File: src/rtl/ksa_8.sv
// rtl/ksa_8.sv - registered Kogge-Stone prefix adder with carry-in/out; optional OVF via KSA_OVERFLOW_EN
module ksa_8 #(
  parameter int WIDTH = 8
) (
  input  logic             clk,
  input  logic             rst_n,
  input  logic [WIDTH-1:0] A,
  input  logic [WIDTH-1:0] B,
  input  logic             CIN,
  output logic [WIDTH-1:0] SUM,
  output logic             CARRY
`ifdef KSA_OVERFLOW_EN
  ,
  output logic             OVF
`endif
);

  localparam int STAGES = $clog2(WIDTH);

  // Group generate/propagate after each prefix stage; index 0 is the bitwise pre-processing.
  logic [STAGES:0][WIDTH-1:0] g_st;
  logic [STAGES:0][WIDTH-1:0] p_st;
  logic [WIDTH-1:0]           p_bit;
  logic [WIDTH-1:0]           c_vec;

  logic [WIDTH-1:0] sum_d, sum_q;
  logic             carry_d, carry_q;

  // Bitwise propagate/generate; carry-in folds into bit 0 so it flows through the tree like any generate.
  assign p_bit = A ^ B;

  genvar i, k;
  generate
    for (i = 0; i < WIDTH; i++) begin : g_pre
      if (i == 0) begin : g_fold
        assign g_st[0][i] = (A[i] & B[i]) | (p_bit[i] & CIN);
      end else begin : g_plain
        assign g_st[0][i] = A[i] & B[i];
      end
      assign p_st[0][i] = p_bit[i];
    end

    for (k = 0; k < STAGES; k++) begin : g_stage
      localparam int D = 1 << k;
      for (i = 0; i < WIDTH; i++) begin : g_cell
        if (i >= D) begin : g_black
          assign g_st[k+1][i] = g_st[k][i] | (p_st[k][i] & g_st[k][i-D]);
          assign p_st[k+1][i] = p_st[k][i] & p_st[k][i-D];
        end else begin : g_pass
          assign g_st[k+1][i] = g_st[k][i];
          assign p_st[k+1][i] = p_st[k][i];
        end
      end
    end
  endgenerate

  // Carry into bit i is the final group generate of bits [i-1:0]; bit 0 sees CIN directly.
  assign c_vec   = {g_st[STAGES][WIDTH-2:0], CIN};
  assign sum_d   = p_bit ^ c_vec;
  assign carry_d = g_st[STAGES][WIDTH-1];

  // Result register: one cycle of latency, cleared asynchronously.
  always_ff @(posedge clk or negedge rst_n) begin
    if (!rst_n) begin
      sum_q   <= '0;
      carry_q <= 1'b0;
    end else begin
      sum_q   <= sum_d;
      carry_q <= carry_d;
    end
  end

  assign SUM   = sum_q;
  assign CARRY = carry_q;

`ifdef KSA_OVERFLOW_EN
  logic ovf_d, ovf_q;

  // Signed overflow: carry into the MSB disagrees with carry out of it.
  assign ovf_d = c_vec[WIDTH-1] ^ carry_d;

  // Overflow flag registered alongside SUM.
  always_ff @(posedge clk or negedge rst_n) begin
    if (!rst_n) begin
      ovf_q <= 1'b0;
    end else begin
      ovf_q <= ovf_d;
    end
  end

  assign OVF = ovf_q;
`endif

endmodule

File: config.mk
export PLATFORM = sky130hd
export DESIGN_NAME = ksa_8
export DESIGN_NICKNAME = d
export VERILOG_FILES = /design/src/rtl/ksa_8.sv
export SDC_FILE = /design/constraint.sdc
export NUM_CORES = 1
export LEC_CHECK = 0
export ABC_CLOCK_PERIOD_IN_PS = 800
export CAP_MARGIN = 20
export CORE_UTILIZATION = 38
export CTS_CLUSTER_DIAMETER = 80
export DETAILED_ROUTE_END_ITERATION = 7
export PLACE_DENSITY = 0.82
export SLEW_MARGIN = 20
export SYNTH_ARGS = -nofsm -noshare
export SYNTH_HDL_FRONTEND = slang
export SYNTH_SLANG_ARGS = --single-unit
File: constraint.sdc
create_clock -name clk -period 0.8 [get_ports clk]
set_input_delay 0.16 -clock clk [delete_from_list [all_inputs] [get_ports clk]]
set_output_delay 0.16 -clock clk [all_outputs]
set_load 0.005 [all_outputs]
==> results.py, run 1 <==
metrics = {
    "sta": {
        "period_needed_ns": 1.38,
        "fin_ws_ns": -0.577,
        "tightest_slew_ns": 0.379,
        "fin_tns_setup_ns": -4.28,
        "hold_violations": 0,
        "setup_viol": 17,
        "fin_crit_sh": 1.72,
        "fmax_ghz": 0.726,
        "rsz0062_at_grt": "true",
        "worst_slew_margin_rel": 0.746,
        "timing.hold.ws_ns": 0.187,
        "timing.final.max_slew_violations": 0,
    },
    "final_layout": {
        "seqCellArea_um2": 225,
        "nets": 120,
        "syn2layout_area_growth_pct": 76.9,
        "multi_input_area_um2": 417,
        "design_area_um2": 998,
        "fill_cells": 87,
        "layout-drive-gt1-share": 0.538,
        "antenna_cells": 0,
    },
    "synth": {
        "syn_nets": 78,
        "synth_warnings": 0,
        "synth_mux_area_frac": 0,
        "ys_seq_area_frac": 0.399,
        "synth-xor-area-share": 0.0931,
        "syn_area_per_cell_um2": 11.3,
        "synth_top_family_by_area": "adder cells",
        "synth_fa_ha_area_frac": 0.226,
        "synth_compound_area_frac": 0.140,
        "synth_simple_gate_area_frac": 0.102,
        "synthCells": 50,
        "mappedNetlistArea_um2": 564,
        "ys_types": 21,
        "synth-seq-cells": 9,
    },
    "global_route": {
        "antenna_found_initial": 0,
        "track_usage": 0.195,
        "grt_max_degree": 10,
        "grt_pass1_vias": 484,
        "gr-total-overflow": 0,
        "grt_pass1_wl_um": 2050,
    },
    "setup_path": {
        "cp-startpoint": "B[0]",
        "path_buf_inv": 2,
        "slowest_delay_ns": 0.37,
        "slowest_stage": "fa_2",
        "crit_type": "input pin to flip-flop",
        "startpoint_type": "input pin",
        "path_cells": "buf_2 -> fa_2 -> inv_2 -> fa_2 -> nor2b_4 -> o21ai_4 -> a21oi_2 -> a211oi_2 -> xnor2_1",
        "arrival_ns": 1.55,
        "crit_path_max_fanout": 2,
        "end_kind": "flip-flop",
        "worstPathRequired_ns": 0.97,
        "crit_family": "adder cells",
        "cp_common_cell": "fa_2",
    },
    "placement": {
        "port_buffers": 27,
        "dpl-instance-area_um2": 903,
        "hpwl_um": 997,
        "routabilityCongestion": 0.754,
    },
    "clock_network": {
        "cts_tree": "built",
        "hold_buffers": 0,
        "cts_sinks": 9,
        "cts_max_path_buffers": 2,
        "cts.reportedPaths.clkPinSlew_ns": 0.06,
        "htreeDepth": 1,
        "numCtsBuffers": 3,
        "clockRootBuffer": "clkbuf_4",
    },
    "detailed_routing": {
        "first_iter_violations": 2,
        "first_pass_iters": 4,
        "wl_um": 1570,
        "routed_via_density": 4.94,
        "avgRoutedWirePerCell_um": 14.8,
        "drc": 0,
        "drtAntennaViolNets": 0,
        "num_vias": 524,
    },
    "power": {
        "power.density_nw_per_um2": 1540,
        "vdd_drop_max_v": 0.000667,
        "p_leak_nw": 0.461,
        "p_total_mw": 1.54,
    },
    "outcome": {
        "status": "finished with violations",
        "failed_checks": "negative setup slack",
    },
    "floorplanning": {
        "coreArea_um2": 1330,
        "die_area_um2": 1640,
        "fp-row-count": 13,
        "ioPinCount": 28,
        "die_w_um": 40.5,
        "initial_core_util": 0.423,
        "die_h_um": 40.5,
    },
    "run": {
        "maxCapViolCount": 0,
    },
    "hold_path": {
        "hold_path.class": "input pin to async pin",
    },
}
-- state kept, by name (all words and copies together), names as in the netlist --
register / flops
SUM: 8
CARRY: 1
-- layout make-up --
cell class	instances	area share
timing repair buffer	37	0.289
tap	15	0.0188
inverter	6	0.0226
multi-input combinational	35	0.417
sequential	9	0.226
clock buffer	4	0.0263
-- power breakdown --
part	total [mW]	internal, mW	switching [mW]
combinational	0.639	0.365	0.275
sequential	0.563	0.543	0.0197
clock	0.339	0.192	0.148
total	1.54	1.10	0.442
-- per-stage QoR --
| step | setup WS [ns] | util | cells |
|---|---|---|---|
| 2_1_floorplan | -0.660 | - | 50 |
| 3_3_place_gp | -1.16 | 0.677 | 98 |
| 3_5_place_dp | -1.20 | 0.677 | 98 |
| 4_1_cts | -0.573 | 0.709 | 105 |
| 5_1_grt | -0.640 | 0.749 | 106 |
| 6_report | -0.577 | 0.749 | 106 |
-- final timing paths --
| check | cells past startpoint | slack (ns) | end |
|---|---|---|---|
| worst min-delay path | 1 | 0.19 | SUM[5] |
| min in group clk | 2 | 0.22 | SUM[0] |
| worst max-delay path | 9 | -0.58 | SUM[6] |
| max in group asynchronous | 1 | 0.34 | SUM[4] |
-- cells in the mapped netlist --
master | instances | area [µm²]
a211oi_1 | 1 | 7.51
o21ai_0 | 1 | 5.00
o22ai_1 | 1 | 6.26
ha_1 | 7 | 87.6
o21ai_2 | 1 | 8.76
and2b_2 | 1 | 8.76
xor2_1 | 1 | 8.76
nor2b_4 | 1 | 13.8
a21boi_0 | 1 | 7.51
a211oi_2 | 1 | 12.5
a21oi_2 | 1 | 8.76
inv_1 | 6 | 22.5
o21a_1 | 1 | 7.51
dfrtp_1 | 9 | 225
a21oi_1 | 3 | 15.0
fa_1 | 2 | 40.0
xnor2_1 | 5 | 43.8
nor2_1 | 2 | 7.51
or3_1 | 2 | 12.5
nand2_1 | 2 | 7.51
nand3b_1 | 1 | 7.51
-- kinds of logic (layout without fill, tap and decap cells) --
logic type | after synthesis | in the layout
buffers and inverters | 6 | 47
xor gates and xnor gates | 6 | 6
AOI/OAI and AO/OA | 11 | 11
and+or+nand+nor | 9 | 9
adders and majority gates | 9 | 9
DFF | 9 | 9
-- metal layers --
metal	share of wire	wire length, µm	global-route usage	vias up
li1	-	-	-	251
met1	0.40	624	0.206	254
met2	0.55	854	0.373	17
met3	0.047	74	0.0167	2
met4	0.0077	12	0.100	0
met5	0	0	0	-
-- cells in the final DEF, fill, tap and decap left out, types with 2 or more instances in the layout --
master	netlist	final
a211oi_2	1	2
a21oi_2	1	3
buf_2	0	11
buf_4	0	8
buf_6	0	3
clkbuf_4	0	3
clkdlybuf4s50_1	0	9
dfrtp_1	9	9
dlygate4sd2_1	0	4
fa_2	0	2
ha_1	7	3
ha_4	0	3
inv_1	6	3
inv_2	0	3
nand2_1	2	2
or3_1	2	2
xnor2_1	5	3
xnor2_2	0	2
-- timing repair --
item / in CTS / in global routing
endpoints found under the setup margin: 18 / 17
buffers inserted: 3 / 1
gates resized for setup: 67 / 10
hold endpoints to repair: 0 / 0
pin swaps: 13 / 6
Note: power is estimated with default switching activity, not from simulation.
==> run 2, diff against run 1 <==
MAX_ROUTING_LAYER = met4   (was unset)
==> results.py, run 2 (synthesis results as in run 1) <==
metrics = {
    "outcome": {
        "status": "finished with violations",
        "failed_checks": "negative setup slack",
    },
    "setup_path": {
        "crit_path_max_fanout": 2,
        "cp_common_cell": "fa_2",
        "slowest_stage": "fa_2",
        "path_cells": "buf_2 -> fa_2 -> inv_2 -> fa_2 -> nor2b_4 -> o21ai_4 -> a21oi_2 -> a211oi_2 -> xnor2_1",
        "cp-startpoint": "B[0]",
        "arrival_ns": 1.55,
        "startpoint_type": "input pin",
        "slowest_delay_ns": 0.37,
        "crit_type": "input pin to flip-flop",
        "end_kind": "flip-flop",
        "worstPathRequired_ns": 0.97,
    },
    "placement": {
        "routabilityCongestion": 0.763,
        "dpl-instance-area_um2": 903,
        "dpl.cell_count": 98,
        "hpwl_um": 997,
        "post-place-ws_ns": -1.20,
        "port_buffers": 27,
    },
    "floorplanning": {
        "die_area_um2": 1640,
        "die_w_um": 40.5,
        "initial_core_util": 0.423,
        "fp-row-count": 13,
        "coreArea_um2": 1330,
        "die_h_um": 40.5,
        "ioPinCount": 28,
    },
    "global_route": {
        "grt_pass1_vias": 480,
        "grt_max_degree": 10,
        "antenna_found_initial": 0,
        "gr-total-overflow": 0,
        "grt_pass1_wl_um": 2060,
        "track_usage": 0.202,
    },
    "sta": {
        "rsz0062_at_grt": "true",
        "fin_crit_sh": 1.72,
        "hold_violations": 0,
        "setup_viol": 17,
        "fmax_ghz": 0.726,
        "timing.final.max_slew_violations": 0,
        "fin_ws_ns": -0.578,
        "tightest_slew_ns": 0.375,
        "worst_slew_margin_rel": 0.749,
        "period_needed_ns": 1.38,
        "fin_tns_setup_ns": -4.26,
        "timing.hold.ws_ns": 0.185,
    },
    "hold_path": {
        "hold_path.class": "input pin to async pin",
    },
    "clock_network": {
        "cts_tree": "built",
        "cts_max_path_buffers": 2,
        "htreeDepth": 1,
        "cts.reportedPaths.clkPinSlew_ns": 0.06,
        "clockRootBuffer": "clkbuf_4",
        "cts_sinks": 9,
        "numCtsBuffers": 3,
    },
    "detailed_routing": {
        "first_pass_iters": 4,
        "num_vias": 529,
        "drc": 0,
        "drtAntennaViolNets": 0,
        "wl_um": 1560,
        "routed_via_density": 4.99,
        "avgRoutedWirePerCell_um": 14.7,
        "first_iter_violations": 3,
    },
    "power": {
        "power.density_nw_per_um2": 1540,
        "vdd_drop_max_v": 0.000666,
        "p_leak_nw": 0.461,
        "p_total_mw": 1.54,
    },
    "final_layout": {
        "nets": 120,
        "final_common_cell": "buf_2",
        "largest_reg_flops": 8,
        "most-common-layout-cells": "11 x buf_2, 9 x dfrtp_1, 9 x clkdlybuf4s50_1",
        "seqCellArea_um2": 225,
        "postLayoutCoreUtil": 0.749,
        "syn2layout_area_growth_pct": 76.9,
        "design_area_um2": 998,
        "multi_input_area_um2": 417,
        "stdcell_count": 106,
        "antenna_cells": 0,
        "layout-drive-gt1-share": 0.538,
        "fill_cells": 87,
    },
    "run": {
        "maxCapViolCount": 0,
    },
}
-- run 2: cell counts in the layout (fill, tap and decap cells not counted) --
Identical to the previous run, type by type.
-- run 2: cell type report --
class                           instances  share of cell area
Multi-Input combinational cell         35               0.417
Timing Repair Buffer                   37               0.289
Sequential cell                         9               0.226
Clock buffer                            4              0.0263
Inverter                                6              0.0226
Tap cell                               15              0.0188
-- run 2: repair_timing --
item | 4_1_cts | 5_1_grt
gates resized for setup | 67 | 10
buffers inserted | 3 | 1
pin swaps | 13 | 6
hold buffers | 0 | 0
setup endpoints to repair | 18 | 17
-- run 2: critical path, delay by kind of cell --
kind                     cells  cell delay (ns)
buffers and inverters        2             0.18
adder cells (fa/ha/maj)      2             0.59
AO/OA/AOI/OAI                3             0.41
XOR/XNOR                     1             0.15
AND/OR/NAND/NOR              1             0.05
-- run 2: final timing paths --
check	cells past startpoint	end	slack [ns]
worst max-delay path	9	SUM[6]	-0.58
worst min-delay path	1	SUM[5]	0.19
max in group asynchronous	1	SUM[4]	0.34
min in group clk	2	SUM[0]	0.22
-- run 2: report_power, final --
part / switching [mW] / internal, mW
Combinational: 0.273 / 0.364
Clock: 0.147 / 0.191
Sequential: 0.0198 / 0.543
-- run 2: metal layers --
| layer | vias to the layer above | part of all wire | track usage |
|---|---|---|---|
| li1 | 251 | - | - |
| met1 | 251 | 0.39 | 0.209 |
| met2 | 23 | 0.53 | 0.373 |
| met3 | 4 | 0.060 | 0.0167 |
| met4 | 0 | 0.020 | 0.100 |
| met5 | - | 0 | - |
